## config.mk

```make
export PLATFORM = sky130hd
export DESIGN_NAME = pipe_chain
export DESIGN_NICKNAME = d
export VERILOG_FILES = /design/src/rtl/pipe_chain.sv
export SDC_FILE = /design/constraint.sdc
export NUM_CORES = 1
export LEC_CHECK = 0
export ABC_AREA = 1
export CAP_MARGIN = 0
export CORE_ASPECT_RATIO = 1.75
export CORE_MARGIN = 2
export CORE_UTILIZATION = 40
export DETAILED_ROUTE_END_ITERATION = 6
export GPL_ROUTABILITY_DRIVEN = 0
export MAX_ROUTING_LAYER = met4
export PLACE_DENSITY = 0.83
export RECOVER_POWER = 100
export REMOVE_ABC_BUFFERS = 1
export SLEW_MARGIN = 10
export SYNTH_ARGS = -nofsm -noshare
export SYNTH_HDL_FRONTEND = slang
export SYNTH_SLANG_ARGS = --single-unit
```

## constraint.sdc

```tcl
create_clock -name clk -period 2.8 [get_ports clk]
set_input_delay 0.42 -clock clk [delete_from_list [all_inputs] [get_ports clk]]
set_output_delay 0.42 -clock clk [all_outputs]
set_load 0.05 [all_outputs]
```

## src/rtl/pipe_chain.sv

```systemverilog
// pipe_chain: a linear chain of STAGES valid/data pipeline registers with per-stage
// stall and flush, ready/valid handshakes at both ends, and a saturating counter of
// entries destroyed by flush.
//
// Parameters
//   WIDTH    payload width in bits (>= 1)
//   STAGES   number of register stages (>= 1)
//   COLLAPSE 1: an empty stage keeps loading while downstream is held (bubbles squeeze out)
//            0: a hold propagates through every upstream stage
//
// Ports
//   clk, rst              clock; asynchronous active-high reset
//   in_valid/in_data      upstream payload; in_ready is high when stage 0 accepts it
//   stall[i], flush[i]    freeze stage i / kill stage i's next contents
//   out_valid/out_data    last stage; transfer happens on out_valid & out_ready
//   stage_valid/data      every stage's valid bit and data (stage i at [i*WIDTH +: WIDTH])
//   kill_count, kill_clr  saturating flush-kill counter and its synchronous clear
module pipe_chain #(
   parameter int unsigned WIDTH    = 16,
   parameter int unsigned STAGES   = 3,
   parameter bit          COLLAPSE = 1'b1
) (
   input  logic                      clk,
   input  logic                      rst,
   input  logic                      in_valid,
   input  logic [WIDTH-1:0]          in_data,
   output logic                      in_ready,
   input  logic [STAGES-1:0]         stall,
   input  logic [STAGES-1:0]         flush,
   input  logic                      out_ready,
   output logic                      out_valid,
   output logic [WIDTH-1:0]          out_data,
   output logic [STAGES-1:0]         stage_valid,
   output logic [STAGES*WIDTH-1:0]   stage_data,
   output logic [15:0]               kill_count,
   input  logic                      kill_clr
);

   logic [STAGES-1:0]             valid_q, valid_d;
   logic [STAGES-1:0][WIDTH-1:0]  data_q, data_d;
   logic [15:0]                   kill_count_q, kill_count_d;

   logic [STAGES-1:0]             hold;
   logic [STAGES-1:0]             valid_nf;  // next valid as if no flush were requested
   logic [STAGES-1:0]             kill;
   logic [31:0]                   kill_pop;
   logic [31:0]                   kill_sum;

   // Hold chain, evaluated from the output end back towards stage 0. Uses the
   // pre-flush valid bits so a flush never releases upstream backpressure.
   always_comb begin : p_hold
      logic h;
      hold = '0;
      h = stall[STAGES-1] | (valid_q[STAGES-1] & ~out_ready);
      hold[STAGES-1] = h;
      for (int i = int'(STAGES) - 2; i >= 0; i--) begin
         if (COLLAPSE) h = stall[i] | (h & valid_q[i]);
         else          h = stall[i] | h;
         hold[i] = h;
      end
   end

   assign in_ready = ~hold[0];

   // Load/hold per stage. Data moves whenever a stage is not held, valid or not;
   // a held upstream stage hands a bubble to the stage after it.
   always_comb begin
      valid_nf = '0;
      data_d   = data_q;
      if (hold[0]) begin
         valid_nf[0] = valid_q[0];
         data_d[0]   = data_q[0];
      end else begin
         valid_nf[0] = in_valid;
         data_d[0]   = in_data;
      end
      for (int i = 1; i < int'(STAGES); i++) begin
         if (hold[i]) begin
            valid_nf[i] = valid_q[i];
            data_d[i]   = data_q[i];
         end else begin
            valid_nf[i] = valid_q[i-1] & ~hold[i-1];
            data_d[i]   = data_q[i-1];
         end
      end
   end

   assign valid_d = valid_nf & ~flush;
   assign kill    = valid_nf & flush;

   always_comb begin
      kill_pop = '0;
      for (int i = 0; i < int'(STAGES); i++) begin
         kill_pop = kill_pop + 32'(kill[i]);
      end
      kill_sum = 32'(kill_count_q) + kill_pop;
      if (kill_clr) begin
         kill_count_d = '0;
      end else if (kill_sum > 32'h0000_FFFF) begin
         kill_count_d = 16'hFFFF;
      end else begin
         kill_count_d = kill_sum[15:0];
      end
   end

   always_ff @(posedge clk or posedge rst) begin
      if (rst) begin
         valid_q      <= '0;
         data_q       <= '0;
         kill_count_q <= '0;
      end else begin
         valid_q      <= valid_d;
         data_q       <= data_d;
         kill_count_q <= kill_count_d;
      end
   end

   assign out_valid   = valid_q[STAGES-1];
   assign out_data    = data_q[STAGES-1];
   assign stage_valid = valid_q;
   assign stage_data  = data_q;
   assign kill_count  = kill_count_q;

endmodule

```

==> run_results.csv, run 1 <==
group,metric,value,unit
timing,slew_violations,0,
grt,grt_pass1_wl,14100,µm
synth,ys_warn_count,0,
layout,design_area,0.00496,mm²
layout,area_delta_synth_final,59.2,%
layout,drive_above_1_share,0.175,
min_path,worstHoldStart,"out_data[0]",
place,portBuffers,111,
synth,syn_area,0.00312,mm²
timing,hold_viol,0,
synth,synth_common_cells,"nand2_1, dfrtp_1, inv_1, o21ai_0, nor2_1",
synth,synth_edf_count,0,
die,die-width,70.7,µm
min_path,hold_end,"out_data[0]",
clocking,cts.path.max_buffers,2,
setup_path,cp-end-kind,"register",
run_status,violations,"negative setup slack",
synth,ys_seq_elements,67,
die,dieArea,0.00854,mm²
setup_path,r2r-start,"stage_valid[2]",
flow_run,maxCapViolations,0,
synth,yosys.area.top_type,"dfrtp_1",
timing,setup_viol,16,
timing,fin_skew,4.51,ps
place,dp_cells,542,
power_and_ir_drop,power,3680,µW
setup_path,required,3060,ps
synth,yosys.area_share.simple,0.214,
setup_path,reg2reg_slack,-140,ps
timing,relSlewSlack,0.231,
min_path,whs_path_depth,2,
die,start_util,0.412,
synth,synth-async-reset-ratio,1.00,
timing,rsz0062_at_grt,"yes",
grt,grt_max_degree,42,
die,die_y,121,µm
layout,antennaDiodeCount,0,
setup_path,critPathLaunchType,"register",
setup_path,reg2reg_to,"kill_count[7]",
drt,routed_via_density,5.04,
drt,firstDrtPassIters,4,
grt,grt.overflow.total,0,
power_and_ir_drop,leakage,0.00239,µW
min_path,hp-class,"reg2reg",
timing,worst_slack,-141,ps
clocking,clock_sinks,67,
timing,worstMarginPinSlew,1150,ps
die,core.rowCount,42,
synth,synth-xor-area-share,0.0169,
synth,ys_seq_area_frac,0.538,
power_and_ir_drop,p_per_area,742,mW/mm²
layout,fin_nets,528,
grt,grt_pass1_vias,2983,
die,io_pins,112,
setup_path,crit_arrival,3210,ps
synth,synth_fa_ha_area_frac,0.0209,
synth,syn_avg_cell_area,8.61,µm²
grt,antenna_found_initial,0,
clocking,cts_max_level,3,
timing,fmax,0.340,GHz
place,place_area,0.00422,mm²
synth,synthFlopType,"dfrtp_1",
synth,synth_compound_area_frac,0.0952,
place,place_hpwl,5780,µm
synth,synth.area.mux_share,0,
setup_path,cp_max_fo,6,
layout,fin_cells,590,
drt,drt_iter0_markers,218,
timing,min_period,2940,ps
drt,ant_nets,0,
synth,synth_most_common_cell,"nand2_1",
setup_path,rr_worst_depth,16,
clocking,worstSkewPairLatency,320,ps
synth,synth_area_leaders,"dfrtp_1, nand2_1, o21ai_0",
synth,ys_types,30,
grt,track_usage,0.218,
clocking,clockRootBuffer,"clkbuf_16",
timing,fin_crit_sh,1.05,
drt,drc,0,
place,dp_slack,-710,ps
setup_path,crit_type,"reg2reg",
clocking,clkTransAtPathRegs,50,ps
drt,wl_per_cell,15.4,µm
synth,synth_top_area_share,0.538,
clocking,cts_made_buffers,9,
drt,via_count,2972,
die,core,0.00757,mm²
clocking,cts_tree,"built",
synth,synthCells,362,
run_status,status,"finished, violations left",
power_and_ir_drop,vdd_drop_max,454,µV
drt,wirelength,9080,µm
synth,synth_top_family_by_area,"simple AND/OR/NAND/NOR gates",
## state kept, by name, indices dropped and copies added (netlist names)
name / count
out_data: 16
kill_count: 16
stage_data: 32
stage_valid: 3
## logic make-up after synthesis
logic type	Yosys count
buffers and inverters	71
xor gates and xnor gates	6
DFF	67
AOI/OAI and AO/OA	53
adders and majority gates	4
and+or+nand+nor	161
## worst max-delay path, stage by stage, from the launching register on
cell	delay [ps]
dfrtp_1	380
inv_2	60
o21bai_4	190
a21oi_4	80
a22oi_2	190
nor2_2	70
fa_1	510
ha_2	190
inv_2	40
fa_2	390
nor2_4	190
nand2_4	90
nor2_4	160
nand2_4	110
nand2_1	100
o21ai_1	50
inv_1	60
## power by group
part	internal, µW	total, µW	switching (µW)	leakage (µW)
Combinational	394	1160	771	0.00135
Sequential	1080	1170	86.2	0.000864
Clock	958	1350	393	0.000174
## repair_timing
| action | in CTS | in global routing |
|---|---|---|
| setup buffers | 26 | 8 |
| pin swaps | 14 | 12 |
| setup endpoints to repair | 16 | 18 |
| hold buffers | 0 | 0 |
| gates resized for setup | 21 | 23 |
| cloned | 1 | 0 |
## how the worst max path moves through the flow
stage,slack [ps],end,cells past startpoint,startpoint
global route,-250,kill_count[15],17,stage_valid[2]
floorplan,-1100,kill_count[13],16,stage_valid[2]
global placement,-580,kill_count[13],16,out_ready
detailed placement,-710,kill_count[13],19,out_ready
finish,-140,kill_count[7],16,stage_valid[2]
CTS,-50,kill_count[7],19,stage_valid[2]
## layer usage
metal / GRT usage / share of wire / vias up
met5: - / 0 / -
met4: 0.113 / 0.039 / 0
met3: 0.0542 / 0.056 / 30
met2: 0.387 / 0.56 / 147
met1: 0.217 / 0.35 / 1423
li1: - / - / 1372
## layout by cell type, fill, tap and decap left out, drive strengths merged
| cell type | instances |
|---|---|
| nand2 | 124 |
| clkdlybuf4s50 | 106 |
| dfrtp | 67 |
| inv | 43 |
| o21ai | 41 |
| buf | 40 |
| nor2 | 25 |
| clkbuf | 11 |
| a21oi | 10 |
| nand3 | 9 |
| bufinv | 4 |
| xnor2 | 3 |
| dlygate4sd2 | 3 |
| xor2 | 3 |
| nor3 | 2 |
| clkinv | 2 |
| fa | 2 |
| ha | 2 |
| o21bai | 1 |
| a22oi | 1 |
| and2 | 1 |
| nand4 | 1 |
| dlygate4sd3 | 1 |
## metrics by stage
stage / util / TNS, ps / hold WS, ps
global route: 0.655 / -3410 / 537
global placement: 0.557 / -8740 / 488
CTS: 0.639 / -334 / 509
finish: 0.655 / -1710 / 507
detailed placement: 0.557 / -10770 / 494
floorplan: - / -17220 / 476
## area by class of cell
class | count | area [µm²]
Multi-Input combinational cell | 225 | 1180
Sequential cell | 67 | 1680
Timing Repair Buffer | 150 | 1460
Tap cell | 88 | 110
Clock buffer | 11 | 233
Inverter | 44 | 178
Fill cell | 606 | 2610
Clock inverter | 5 | 125
Note: power is estimated with default switching activity, not from simulation.
==> run 2: changes to the inputs <==
--- a/config.mk
+++ b/config.mk
@@ -8,15 +8,15 @@
 export ABC_AREA = 1
 export CAP_MARGIN = 0
 export CORE_ASPECT_RATIO = 1.75
-export CORE_MARGIN = 2
-export CORE_UTILIZATION = 40
+export CORE_UTILIZATION = 48
 export DETAILED_ROUTE_END_ITERATION = 6
 export GPL_ROUTABILITY_DRIVEN = 0
 export MAX_ROUTING_LAYER = met4
-export PLACE_DENSITY = 0.83
+export PLACE_DENSITY = 0.92
 export RECOVER_POWER = 100
 export REMOVE_ABC_BUFFERS = 1
 export SLEW_MARGIN = 10
 export SYNTH_ARGS = -nofsm -noshare
 export SYNTH_HDL_FRONTEND = slang
 export SYNTH_SLANG_ARGS = --single-unit
+export TNS_END_PERCENT = 1
==> constraint.sdc (replaced) <==
create_clock -name clk -period 3.66 [get_ports clk]
set_input_delay 0.549 -clock clk [delete_from_list [all_inputs] [get_ports clk]]
set_output_delay 0.549 -clock clk [all_outputs]
set_load 0.05 [all_outputs]
==> run 2 against run 1 <==
Against the previous run:
- the flow now finishes without violations
- first-iteration DRC count decreased by 12%
- flip-flop and latch count unchanged
- setup slack improved by 410 ps
- die area decreased by 20%
- sequential share of layout area increased by 5.1 points
- combinational power decreased by 33%
- largest cell class unchanged
==> run_results.csv, run 2 (synthesized netlist as in run 1, its figures left out) <==
group,metric,value,unit
timing,relSlewSlack,0.156,
timing,fin_skew,3.67,ps
setup_path,r2r-start,"stage_valid[2]",
clocking,cts.path.max_buffers,2,
min_path,hold_end,"stage_data[3]",
clocking,clkTransAtPathRegs,60,ps
place,dp_slack,26.6,ps
flow_run,maxCapViolations,0,
setup_path,critPathLaunchType,"primary input",
place,portBuffers,111,
power_and_ir_drop,leakage,0.00221,µW
die,start_util,0.500,
die,die_y,109,µm
clocking,cts_max_level,3,
place,dp_cells,531,
timing,setup_viol,0,
clocking,worstSkewPairLatency,330,ps
grt,grt_max_degree,44,
setup_path,required,3930,ps
timing,rsz0062_at_grt,"no",
power_and_ir_drop,p_per_area,510,mW/mm²
layout,fin_nets,493,
setup_path,rr_worst_depth,16,
layout,final_cell_mix,"nand2_1, dlygate4sd3_1, dfrtp_1",
layout,area_delta_synth_final,38.4,%
clocking,cts_hold_buffers,0,
die,core,0.00623,mm²
grt,antenna_found_initial,0,
layout,drive_above_1_share,0.0600,
drt,wirelength,7710,µm
setup_path,cp-end-kind,"register",
drt,via_count,2743,
drt,wl_per_cell,14.1,µm
timing,worst_slack,273,ps
setup_path,slowest_delay,490,ps
timing,holdWs,502,ps
layout,fillers,518,
die,die-width,62.9,µm
drt,ant_nets,0,
layout,largest_reg_flops,32,
place,place_hpwl,5770,µm
drt,routed_via_density,5.01,
clocking,clock_sinks,67,
timing,hold_viol,0,
layout,antennaDiodeCount,0,
drt,firstDrtPassIters,4,
timing,min_period,3390,ps
min_path,hp-class,"reg2reg",
setup_path,path_cells,"clkdlybuf4s50_1 > o21bai_4 > a21oi_1 > a22oi_1 > nor2_1 > fa_1 > ha_1 > inv_1 > fa_1 > nor2_4 > nand2_4 > nor2_1 > nand2_2 > nand3_1 > nand2_1 > inv_1",
setup_path,reg2reg_to,"kill_count[10]",
die,core.rowCount,38,
clocking,cts_made_buffers,9,
clocking,clockRootBuffer,"clkbuf_8",
clocking,cts_tree,"built",
grt,track_usage,0.247,
setup_path,cp_slowest_cell,"fa_1",
layout,fin_cells,547,
setup_path,cp_max_fo,12,
timing,worstMarginPinSlew,1270,ps
run_status,status,"complete, no violations",
layout,mostFrequentLayoutCell,"nand2_1",
grt,grt_pass1_wl,12400,µm
timing,fin_crit_sh,0.925,
grt,grt.overflow.total,0,
timing,slew_violations,0,
min_path,worstHoldStart,"stage_data[3]",
layout,fin_util,0.692,
clocking,post_cts_buffers,0,
min_path,whs_path_depth,2,
die,dieArea,0.00683,mm²
grt,grt_pass1_vias,2592,
setup_path,path_buf_inv,3,
drt,drt_iter0_markers,191,
timing,fmax,0.295,GHz
setup_path,crit_type,"in2reg",
setup_path,crit_arrival,3660,ps
setup_path,path_delay_family,"adder cells",
drt,drc,0,
setup_path,reg2reg_slack,490,ps
die,io_pins,112,
power_and_ir_drop,vdd_drop_max,284,µV
clocking,post_cts_resized,0,
[run 2: changes by cell type in the layout (fill, tap and decap cells not counted), moves of 5 or more]
cell             previous run  this run
buf_4                      29         2
buf_6                       9         0
nand2_1                   115       120
clkbuf_8                    0        11
dlygate4sd3_1               1        85
nor2_1                     18        23
clkbuf_16                   9         0
clkdlybuf4s50_1           106        25
[run 2: how the worst max path moves through the flow]
stage                         startpoint             end  slack, ps  cells after the start
after global placement         out_ready  kill_count[13]        170                     19
final                          out_ready  kill_count[10]        270                     16
after global routing           out_ready  kill_count[10]        110                     19
after floorplan           stage_valid[2]  kill_count[13]       -240                     16
after CTS                      out_ready  kill_count[10]        380                     16
after detailed placement       out_ready  kill_count[10]         30                     16
[run 2: layout make-up]
type                    count  area [µm²]  area share
multi-input cells         224        1060       0.245
well taps                  80         100      0.0232
repair buffers            116        1140       0.264
clock inverters             2        10.0     0.00232
flip-flops and latches     67        1680       0.389
inverters                  44         168      0.0389
clock buffers              14         163      0.0377
[run 2: routing by layer]
layer | routed length, µm | vias up | GRT usage
met5 | 0 | - | -
met4 | 192 | 0 | 0.105
met3 | 396 | 19 | 0.0517
met2 | 4280 | 116 | 0.439
met1 | 2840 | 1307 | 0.261
li1 | - | 1301 | -
[run 2: tightest hold or removal path: stages (launching register included)]
cell and delay (ps):
dfrtp_1 360, nand2_1 60, nand2_1 50
[run 2: report_power, final]
group	internal [µW]	switching, µW
clock network	281	252
registers	825	56.7
logic	216	567
[run 2: per-stage QoR]
stage	instance area (µm²)	setup TNS (ps)	power (µW)
finish	4310	0	2200
global placement	4170	0	1710
floorplan	2930	-3460	1420
detailed placement	4170	0	1730
CTS	4350	0	2270
global route	4310	0	2300
==> run 3: changes to the inputs <==
--- a/config.mk
+++ b/config.mk
@@ -15,6 +15,7 @@
 export PLACE_DENSITY = 0.92
 export RECOVER_POWER = 100
 export REMOVE_ABC_BUFFERS = 1
+export SETUP_SLACK_MARGIN = 0.15
 export SLEW_MARGIN = 10
 export SYNTH_ARGS = -nofsm -noshare
 export SYNTH_HDL_FRONTEND = slang
==> run 3 against run 2 <==
Against the previous run:
- sequential power is essentially flat
- fmax shrank 0.23%
- global-route usage is the same
- die area is the same
- routed wire length shrank 0.36%
==> run_results.csv, run 3 (synthesized netlist as in run 1, its figures left out) <==
group,metric,value,unit
run_status,status,"complete, no violations",
drt,wl_per_cell,14.0,µm
timing,slew_violations,0,
die,dieArea,0.00683,mm²
drt,ant_nets,0,
power_and_ir_drop,vdd_drop_max,292,µV
drt,routed_via_density,5.00,
layout,drive_above_1_share,0.0642,
drt,drc,0,
layout,fin_nets,493,
clocking,cts_hold_buffers,0,
clocking,post_cts_buffers,0,
setup_path,cp_slowest_cell,"dlygate4sd3_1",
min_path,hp-class,"reg2reg",
drt,drt_iter0_markers,209,
timing,worstMarginPinSlew,1260,ps
layout,mostFrequentLayoutCell,"nand2_1",
drt,wirelength,7680,µm
clocking,post_cts_resized,0,
setup_path,slowest_delay,570,ps
setup_path,crit_arrival,3670,ps
clocking,clockRootBuffer,"clkbuf_8",
die,io_pins,112,
setup_path,path_buf_inv,3,
drt,firstDrtPassIters,4,
place,place_hpwl,5770,µm
timing,setup_tns,0,ps
place,portBuffers,111,
clocking,cts_made_buffers,9,
clocking,cts.path.max_buffers,2,
setup_path,path_delay_family,"adder cells",
timing,rsz0062_at_grt,"no",
power_and_ir_drop,p_per_area,508,mW/mm²
die,core,0.00623,mm²
timing,fin_skew,2.60,ps
clocking,cts_max_level,3,
clocking,worstSkewPairLatency,330,ps
layout,fillers,514,
grt,grt_pass1_wl,12400,µm
place,dp_cells,531,
timing,hold_viol,0,
timing,relSlewSlack,0.157,
layout,largest_reg_flops,32,
layout,area_delta_synth_final,39.0,%
timing,holdWs,502,ps
timing,min_period,3390,ps
setup_path,required,3940,ps
grt,grt_max_degree,44,
flow_run,maxCapViolations,0,
clocking,clock_sinks,67,
grt,grt.overflow.total,0,
clocking,cts_tree,"built",
die,die_y,109,µm
die,start_util,0.500,
die,die-width,62.9,µm
die,core.rowCount,38,
clocking,clkTransAtPathRegs,60,ps
setup_path,path_cells,"dlygate4sd3_1 > o21bai_4 > a21oi_4 > a22oi_1 > nor2_1 > fa_1 > ha_1 > inv_1 > fa_1 > nor2_4 > nand2_4 > nor2_2 > nand2_4 > nand3_1 > nand2_1 > inv_1",
timing,setup_viol,0,
power_and_ir_drop,leakage,0.00222,µW
layout,final_cell_mix,"nand2_1, dlygate4sd3_1, dfrtp_1",
setup_path,cp-end-kind,"register",
grt,track_usage,0.247,
setup_path,critPathLaunchType,"primary input",
timing,fin_crit_sh,0.928,
drt,via_count,2734,
grt,antenna_found_initial,0,
grt,grt_pass1_vias,2592,
timing,fmax,0.295,GHz
layout,antennaDiodeCount,0,
layout,fin_cells,547,
setup_path,cp_max_fo,12,
setup_path,crit_type,"in2reg",
==> run 3: path summary, 6_finish.rpt <==
check | startpoint | slack, ps | depth (start not counted) | end
worst max register to register | stage_valid[2] | 610 | 16 | kill_count[10]
worst min-delay path | stage_data[3] | 500 | 2 | stage_data[3]
worst min register to register | stage_data[3] | 500 | 2 | stage_data[3]
worst max-delay path | out_ready | 270 | 16 | kill_count[10]
max in group asynchronous | rst | 1260 | 3 | stage_data[20]
min in group asynchronous | rst | 860 | 2 | stage_data[30]
==> run 3: power by group <==
| part | switching (µW) | internal (µW) |
|---|---|---|
| combinational | 568 | 217 |
| clock | 252 | 281 |
| sequential | 57.1 | 825 |
==> run 3: worst reg2reg max path: stages (launching register included) <==
cell,delay [ps]
dfrtp_1,420
inv_2,60
o21bai_4,160
a21oi_4,70
a22oi_1,200
nor2_1,80
fa_1,490
ha_1,170
inv_1,50
fa_1,470
nor2_4,200
nand2_4,80
nor2_2,130
nand2_4,130
nand3_1,140
nand2_1,70
inv_1,70
==> run 3: metal layers <==
metal,wire (µm),GRT usage
met5,0,-
met1,2790,0.261
met3,415,0.0517
met2,4260,0.439
met4,212,0.105
==> run 3: layout make-up <==
| type | instances | area [µm²] | share of cell area |
|---|---|---|---|
| flip-flops and latches | 67 | 1680 | 0.387 |
| repair buffers | 116 | 1140 | 0.263 |
| multi-input cells | 224 | 1080 | 0.249 |
| inverters | 44 | 168 | 0.0387 |
| clock buffers | 14 | 163 | 0.0376 |
| well taps | 80 | 100 | 0.0231 |
| clock inverters | 2 | 10.0 | 0.00231 |
==> run 3: metrics by stage <==
step	util	cell area (µm²)	setup slack (ps)	power, µW
finish	0.695	4330	265	2200
global route	0.695	4330	116	2300
CTS	0.698	4350	383	2270
detailed placement	0.670	4170	26.6	1730
global placement	0.670	4170	171	1710
floorplan	-	2930	-243	1420
